$ cat src/rtl/apb_i2c_cmd_sequencer.sv
// APB master turning one valid/ready command into one APB transfer to the I2C bridge.
// RX pops wait for the bridge RX FIFO to be non-empty; every ACCESS phase is bounded by a PREADY timeout.
module apb_i2c_cmd_sequencer #(
    parameter int TIMEOUT_CYCLES = 16
) (
    input  logic        PCLK,
    input  logic        PRESET,
    input  logic        CMD_VALID,
    output logic        CMD_READY,
    input  logic [1:0]  CMD_OP,
    input  logic [31:0] CMD_WDATA,
    output logic        RSP_VALID,
    output logic [31:0] RSP_RDATA,
    output logic        RSP_ERR,
    output logic        RSP_TIMEOUT,
    output logic [7:0]  ERR_COUNT,
    output logic        PSELx,
    output logic        PENABLE,
    output logic        PWRITE,
    output logic [31:0] PADDR,
    output logic [31:0] PWDATA,
    input  logic [31:0] PRDATA,
    input  logic        PREADY,
    input  logic        PSLVERR,
    input  logic        INT_RX,
    input  logic        INT_TX
);

    typedef enum logic [2:0] {IDLE, WAIT_RX, SETUP, ACCESS, RESP} state_t;

    localparam int CW = (TIMEOUT_CYCLES > 1) ? $clog2(TIMEOUT_CYCLES) : 1;
    localparam logic [CW-1:0] CNT_LAST = CW'(TIMEOUT_CYCLES - 1);
    localparam logic [1:0] OP_POP = 2'b11;

    state_t         state_reg;
    logic [CW-1:0]  wait_cnt_reg;
    logic [1:0]     op_reg;
    logic [31:0]    wdata_reg;
    logic [31:0]    paddr_reg;
    logic [31:0]    pwdata_reg;
    logic           pwrite_reg;
    logic [31:0]    rsp_rdata_reg;
    logic           rsp_err_reg;
    logic           rsp_timeout_reg;
    logic [7:0]     err_count_reg;

    logic [1:0]     sel_op;
    logic [31:0]    sel_wdata;
    logic [31:0]    sel_addr;

    // TX-empty is reported by the bridge but never gates a transfer.
    logic unused_int_tx;
    assign unused_int_tx = INT_TX;

    // SETUP can be entered straight from IDLE (fresh command) or from WAIT_RX (latched command).
    always_comb begin
        sel_op    = (state_reg == IDLE) ? CMD_OP : op_reg;
        sel_wdata = (state_reg == IDLE) ? CMD_WDATA : wdata_reg;
        sel_addr  = 32'd0;
        case (sel_op)
            2'b00:   sel_addr = 32'd8;
            2'b01:   sel_addr = 32'd12;
            2'b10:   sel_addr = 32'd2;
            default: sel_addr = 32'd4;
        endcase
    end

    always_ff @(posedge PCLK or posedge PRESET) begin
        if (PRESET) begin
            state_reg       <= IDLE;
            wait_cnt_reg    <= '0;
            op_reg          <= 2'b00;
            wdata_reg       <= 32'd0;
            paddr_reg       <= 32'd0;
            pwdata_reg      <= 32'd0;
            pwrite_reg      <= 1'b0;
            rsp_rdata_reg   <= 32'd0;
            rsp_err_reg     <= 1'b0;
            rsp_timeout_reg <= 1'b0;
            err_count_reg   <= 8'd0;
        end else begin
            case (state_reg)
                IDLE: begin
                    if (CMD_VALID) begin
                        op_reg    <= CMD_OP;
                        wdata_reg <= CMD_WDATA;
                        if (CMD_OP == OP_POP && INT_RX) begin
                            state_reg <= WAIT_RX;
                        end else begin
                            paddr_reg  <= sel_addr;
                            pwrite_reg <= (sel_op != OP_POP);
                            if (sel_op != OP_POP) pwdata_reg <= sel_wdata;
                            state_reg  <= SETUP;
                        end
                    end
                end
                WAIT_RX: begin
                    if (!INT_RX) begin
                        paddr_reg  <= sel_addr;
                        pwrite_reg <= (sel_op != OP_POP);
                        if (sel_op != OP_POP) pwdata_reg <= sel_wdata;
                        state_reg  <= SETUP;
                    end
                end
                SETUP: begin
                    wait_cnt_reg <= '0;
                    state_reg    <= ACCESS;
                end
                ACCESS: begin
                    if (PREADY) begin
                        rsp_rdata_reg   <= pwrite_reg ? 32'd0 : PRDATA;
                        rsp_err_reg     <= PSLVERR;
                        rsp_timeout_reg <= 1'b0;
                        state_reg       <= RESP;
                    end else if (wait_cnt_reg == CNT_LAST) begin
                        rsp_rdata_reg   <= 32'd0;
                        rsp_err_reg     <= 1'b1;
                        rsp_timeout_reg <= 1'b1;
                        state_reg       <= RESP;
                    end else begin
                        wait_cnt_reg <= wait_cnt_reg + 1'b1;
                    end
                end
                RESP: begin
                    if (rsp_err_reg && err_count_reg != 8'hFF)
                        err_count_reg <= err_count_reg + 8'd1;
                    state_reg <= IDLE;
                end
                default: state_reg <= IDLE;
            endcase
        end
    end

    // APB strobes decode the state register so reset drops them without waiting for a clock.
    assign PSELx       = (state_reg == SETUP) || (state_reg == ACCESS);
    assign PENABLE     = (state_reg == ACCESS);
    assign PWRITE      = pwrite_reg;
    assign PADDR       = paddr_reg;
    assign PWDATA      = pwdata_reg;
    assign CMD_READY   = (state_reg == IDLE) && !PRESET;
    assign RSP_VALID   = (state_reg == RESP);
    assign RSP_RDATA   = rsp_rdata_reg;
    assign RSP_ERR     = rsp_err_reg;
    assign RSP_TIMEOUT = rsp_timeout_reg;
    assign ERR_COUNT   = err_count_reg;

endmodule

$ cat config.mk
export PLATFORM = sky130hd
export DESIGN_NAME = apb_i2c_cmd_sequencer
export DESIGN_NICKNAME = d
export VERILOG_FILES = /design/src/rtl/apb_i2c_cmd_sequencer.sv
export SDC_FILE = /design/constraint.sdc
export NUM_CORES = 1
export LEC_CHECK = 0
export ABC_AREA = 1
export CAP_MARGIN = 20
export CORE_MARGIN = 1
export CORE_UTILIZATION = 46
export DETAILED_ROUTE_END_ITERATION = 8
export PLACE_DENSITY = 0.8
export SLEW_MARGIN = 25
export SYNTH_ARGS = -nofsm -noshare
export SYNTH_HDL_FRONTEND = slang
export SYNTH_SLANG_ARGS = --single-unit
export TNS_END_PERCENT = 5
$ cat constraint.sdc
create_clock -name PCLK -period 4.3 [get_ports PCLK]
set_input_delay 0.645 -clock PCLK [delete_from_list [all_inputs] [get_ports PCLK]]
set_output_delay 0.645 -clock PCLK [all_outputs]
set_load 0.05 [all_outputs]
# == Word level (Yosys, flattened, before mapping) ==
# Index checks and enable logic that the tools add are counted.
# classes
add_sub_neg,2
eq_ne,16
n_mux,31
n_reduce_logical,16
# ops
operator,count
32-bit 2-to-1 mux,11
32-bit one-hot mux with 2 select lines,2
3-bit 2-to-1 mux,4
"2-bit inequality test, second input constant",6
3-bit one-hot mux with 4 select lines,1
4-bit one-hot mux with 3 select lines,1
"8-bit by 1-bit adder with 8-bit output, second input constant",1
4-bit 2-to-1 mux,2
"8-bit inequality test, second input constant",1
4-bit one-hot mux with 2 select lines,1
"3-bit by 2-bit == test with 1-bit output, second input constant",2
1-bit 2-to-1 mux,6
2-bit AND reduction,3
3-bit AND reduction,2
2-bit nonzero test,3
"4-bit by 1-bit adder with 4-bit output, second input constant",1
"2-bit == test, second input constant",2
"4-bit == test, second input constant",1
2-bit 2-to-1 mux,2
4-bit AND reduction,1
"3-bit by 1-bit == test with 1-bit output, second input constant",1
"3-bit == test, second input constant",1
1-bit logical AND,3
3-bit zero test,1
6 further kinds,6
# totals
register_bits,148
inputBits,73
word_cells,76

# == Longest topological paths before layout ==
# depth
depth_word,7
depth_mapped,9
ltp_nobuf,8

# == Worst setup path after synthesis ==
# No wires, ideal clock.
# synth_path
kind,reg-to-output
startpoint,register state_reg[1]
endpoint,output CMD_READY
arrival_ns,1.521
setup_slack_ns,2.134
stages_incl_launch_ff,5
path_buffers,1
cell_sequence,dfrtp_1 -> nor2_4 -> nand2_2 -> clkbuf_1 -> nor2_1
# synth_via
elab_chain_cells,2
# synth_lines
element,line_no,text
from (decl),35,state_t state_reg;
from (signal assigned),70,state_reg <= IDLE;
from (signal assigned),88,state_reg <= WAIT_RX;
from (signal assigned),93,state_reg <= SETUP;
3-bit zero test,140,assign CMD_READY = (state_reg == IDLE) && !PRESET;
1-bit logical AND,140,
to (decl),9,"output logic CMD_READY,"
# Every way passes these cells.

# == Final worst setup path ==
# Same ends and word-level chain as after synthesis.

==> PnR_summary.wiki <==
{| class="wikitable"
! Metric !! Value
|-
| Result of the run || finished with violations
|-
| Violated checks || DRC
|-
| Power density normalized to cell area || 807 nW/um^2
|-
| Crit Path Max Fanout || 30
|-
| Max VDD drop || 453 uV
|-
| End point of the worst hold path || PWDATA[30]
|-
| Post-detailed-routing wire length || 13.4 mm
|-
| Final design instance area without fill || 7540 sq um
|-
| Cells after synthesis || 676
|-
| Drt drc || 10
|-
| Clock tree from TritonCTS || yes
|-
| Area share of the leading cell type in the synthesized netlist || 0.538
|-
| GP Congestion || 0.800
|-
| Total of max-cap violations || 0
|-
| Fraction of layout cells with a size suffix above 1 || 0.0482
|-
| Netlist Area Pre-Place || 5530 sq um
|-
| Worst path cell trace || nor2_4 -> nand2_2 -> nor2_1 -> clkdlybuf4s50_1
|-
| Antenna-violating nets left || 0
|-
| WL/cell || between 10 and 15 microns
|-
| Gate family responsible for the most delay along the worst path || buffers and inverters
|-
| Pin count of the biggest net entering global routing || 92
|-
| Worst max-slew margin expressed relative to the limit || 0.420
|-
| Via count || 4845
|-
| Die height || 112 microns
|-
| Final hold viol count || 0
|-
| Cell depth of the worst hold path || 2
|-
| Prevailing post-synth register cell || sky130_fd_sc_hd__dfrtp_1
|-
| Type of origin of the critical path || register
|-
| Crit path max-delay cell type || sky130_fd_sc_hd__clkdlybuf4s50_1
|-
| Most used standard cells in the synthesized netlist || sky130_fd_sc_hd__nand2_1, sky130_fd_sc_hd__dfrtp_1, sky130_fd_sc_hd__o21ai_0, sky130_fd_sc_hd__nand3_1, sky130_fd_sc_hd__inv_1
|-
| Post-route fraction of the period consumed by the critical path || 0.707
|-
| Total Negative Setup Slacks || 0 ns
|-
| EDFF count, synth || 0
|-
| Buffer depth of the longest clock path || 2
|-
| Antenna Cells || 0
|-
| Proportion of register bits with asynchronous set or reset after synthesis || 1.00
|-
| Growth of design area from synthesis to finish || 36.4%
|-
| Crit. End Element || primary output
|-
| Unrepaired setup endpoints after global routing || no
|-
| Congestion Overflow GR || 0
|-
| Htree depth || 4
|-
| Row Count || 39
|-
| Crit path buf inv count || 1
|-
| Area inside the core boundary || 11600 sq um
|-
| Placed Instance Area || around 7000 sq um
|-
| Reg2reg end || PWDATA[10]
|-
| Top post-synthesis cells by area || sky130_fd_sc_hd__dfrtp_1, sky130_fd_sc_hd__nand2_1, sky130_fd_sc_hd__o21ai_0
|-
| Number of CTS-inserted buffers || 17
|-
| Hold_sp || PWDATA[30]
|-
| Fin crit period || about 3 ns
|-
| Flop2flop setup slack || approximately 1.7 ns
|-
| Count of warnings emitted by yosys || 0
|-
| Width of the die || 112 microns
|-
| Worst slack, placed || 1.39 ns
|-
| Gates resized, CTS repair || 0
|-
| Crit path DAT || around 2.4 ns
|-
| Net count reported at finish || about 890
|-
| Classification of the worst setup path || reg -> out
|-
| Count of pins over their slew limit || 0
|-
| Setup-violating endpoint count in the final report || 0
|-
| Count of routing violations after the opening detailed-route iteration || 372
|-
| Worst Tran Pin Value || about 0.87 ns
|-
| Max frequency || 0.329 GHz
|-
| Root cell of the clock tree || sky130_fd_sc_hd__clkbuf_16
|-
| Antenna violations before repair || 0
|-
| Global-route wire length before repair || about 22 mm
|-
| Type of the tightest min-delay check || reg -> reg
|-
| Most repeated cell in the gate-level netlist after synthesis || sky130_fd_sc_hd__nand2_1
|-
| Port Buffer Count || 153
|-
| Required time of the critical path || between 3 and 4 ns
|-
| Initial standard-cell utilization of the core || 0.478
|-
| TritonRoute pass-1 iters || 7
|-
| Synth Area per Inst || ~8.2 sq um
|-
| Final design utilization || 0.652
|-
| Worst-skew pair later-pin latency || roughly 0.41 ns
|-
| R2r startpoint || state_reg[1]
|-
| Die outline area || roughly 12000 sq um
|-
| I/O pin count || around 180
|-
| DPL Wire Length || 8.98 mm
|-
| Fin Clk Skew || 0.00646 ns
|-
| Number of library cell types mapped by synthesis || 28
|-
| Worst path max stage delay || between 0.8 and 0.9 ns
|-
| Vias per cell || 4.98
|-
| Post-CTS setup buffers || 0
|-
| Most area-hungry cell type in the Yosys netlist || sky130_fd_sc_hd__dfrtp_1
|-
| Cell leakage power || between 3 and 4 nW
|-
| Clock-pin slew reported for the worst setup and hold paths after clock tree synthesis || approximately 0.050 ns
|-
| Flops & latches, synth || 119
|-
| All-layer global routing usage || 0.229
|-
| Vias in the first global route || between 4k and 5k
|-
| Hold-fix buffers, CTS || 0
|-
| Setup WS post-layout || 1.26 ns
|-
| Proportion of synthesized chip area in sequential cells || 0.538
|-
| Cell count of the worst reg-to-reg path || 8
|-
| Clock sinks || 119
|}
## metrics by stage
step	power [W]	hold slack, ns	instances
global route	0.00646	0.500	973
detailed placement	0.00478	0.458	942
CTS	0.00613	0.471	973
floorplan	0.00392	0.453	704
global placement	0.00468	0.455	942
finish	0.00609	0.465	973
## final cells by class
class                           instances  area [sq um]
Clock buffer                           27           473
Clock inverter                          4          70.1
Fill cell                             982          4020
Inverter                               52           200
Multi-Input combinational cell        471          2080
Sequential cell                       119          2980
Tap cell                              143           179
Timing Repair Buffer                  157          1560
## placed cells by master (no fill, tap or decap), types with 2 or more instances in the layout
| master | count |
|---|---|
| sky130_fd_sc_hd__ha_1 | 2 |
| sky130_fd_sc_hd__nand4_1 | 3 |
| sky130_fd_sc_hd__a21oi_1 | 2 |
| sky130_fd_sc_hd__nand2_2 | 2 |
| sky130_fd_sc_hd__nor2_1 | 14 |
| sky130_fd_sc_hd__o21ai_0 | 83 |
| sky130_fd_sc_hd__clkbuf_16 | 17 |
| sky130_fd_sc_hd__buf_4 | 4 |
| sky130_fd_sc_hd__nand2_1 | 251 |
| sky130_fd_sc_hd__bufinv_16 | 2 |
| sky130_fd_sc_hd__inv_2 | 2 |
| sky130_fd_sc_hd__clkdlybuf4s50_1 | 153 |
| sky130_fd_sc_hd__xnor2_1 | 2 |
| sky130_fd_sc_hd__clkbuf_1 | 9 |
| sky130_fd_sc_hd__dfrtp_1 | 119 |
| sky130_fd_sc_hd__clkinv_2 | 2 |
| sky130_fd_sc_hd__inv_1 | 49 |
| sky130_fd_sc_hd__nand3_1 | 68 |
| sky130_fd_sc_hd__conb_1 | 29 |
| sky130_fd_sc_hd__nor2_4 | 3 |
## power by group
group	internal, W	switching (W)	total [W]
registers	0.00156	0.000272	0.00183
logic	0.000886	0.00204	0.00293
clock network	0.000862	0.000463	0.00133
total	0.00331	0.00278	0.00609
## worst max path at each step
| stage | startpoint | end | slack (ns) | cells past startpoint |
|---|---|---|---|---|
| after floorplan | PRESET | ERR_COUNT[0] | 0.50 | 1 |
| after global placement | CMD_VALID | PWDATA[4] | 1.46 | 8 |
| after detailed placement | INT_RX | PWDATA[10] | 1.39 | 7 |
| after CTS | state_reg[1] | CMD_READY | 1.25 | 4 |
| after global routing | state_reg[1] | CMD_READY | 1.08 | 4 |
| final | state_reg[1] | CMD_READY | 1.26 | 4 |
## tightest hold or removal path: stages, from the launching register on
cell and delay [ns]:
sky130_fd_sc_hd__dfrtp_1 0.34, sky130_fd_sc_hd__nand2_1 0.05, sky130_fd_sc_hd__nand2_1 0.05
## layer usage
layer	share of wire	GRT usage	up-vias
met1	0.41	0.272	2275
met2	0.51	0.393	190
met5	0	0	-
met3	0.065	0.0626	21
li1	-	-	2359
met4	0.017	0.0883	0
## cells by family after synthesis
logic type / synth area share
AND/OR/NAND/NOR: 0.262
XOR/XNOR: 0.00475
other: 0.000678
adder cells (fa/ha/maj): 0.00452
flip-flops: 0.538
buffers and inverters: 0.108
AO/OA/AOI/OAI: 0.0819
Power figures use the tool's default switching activity.
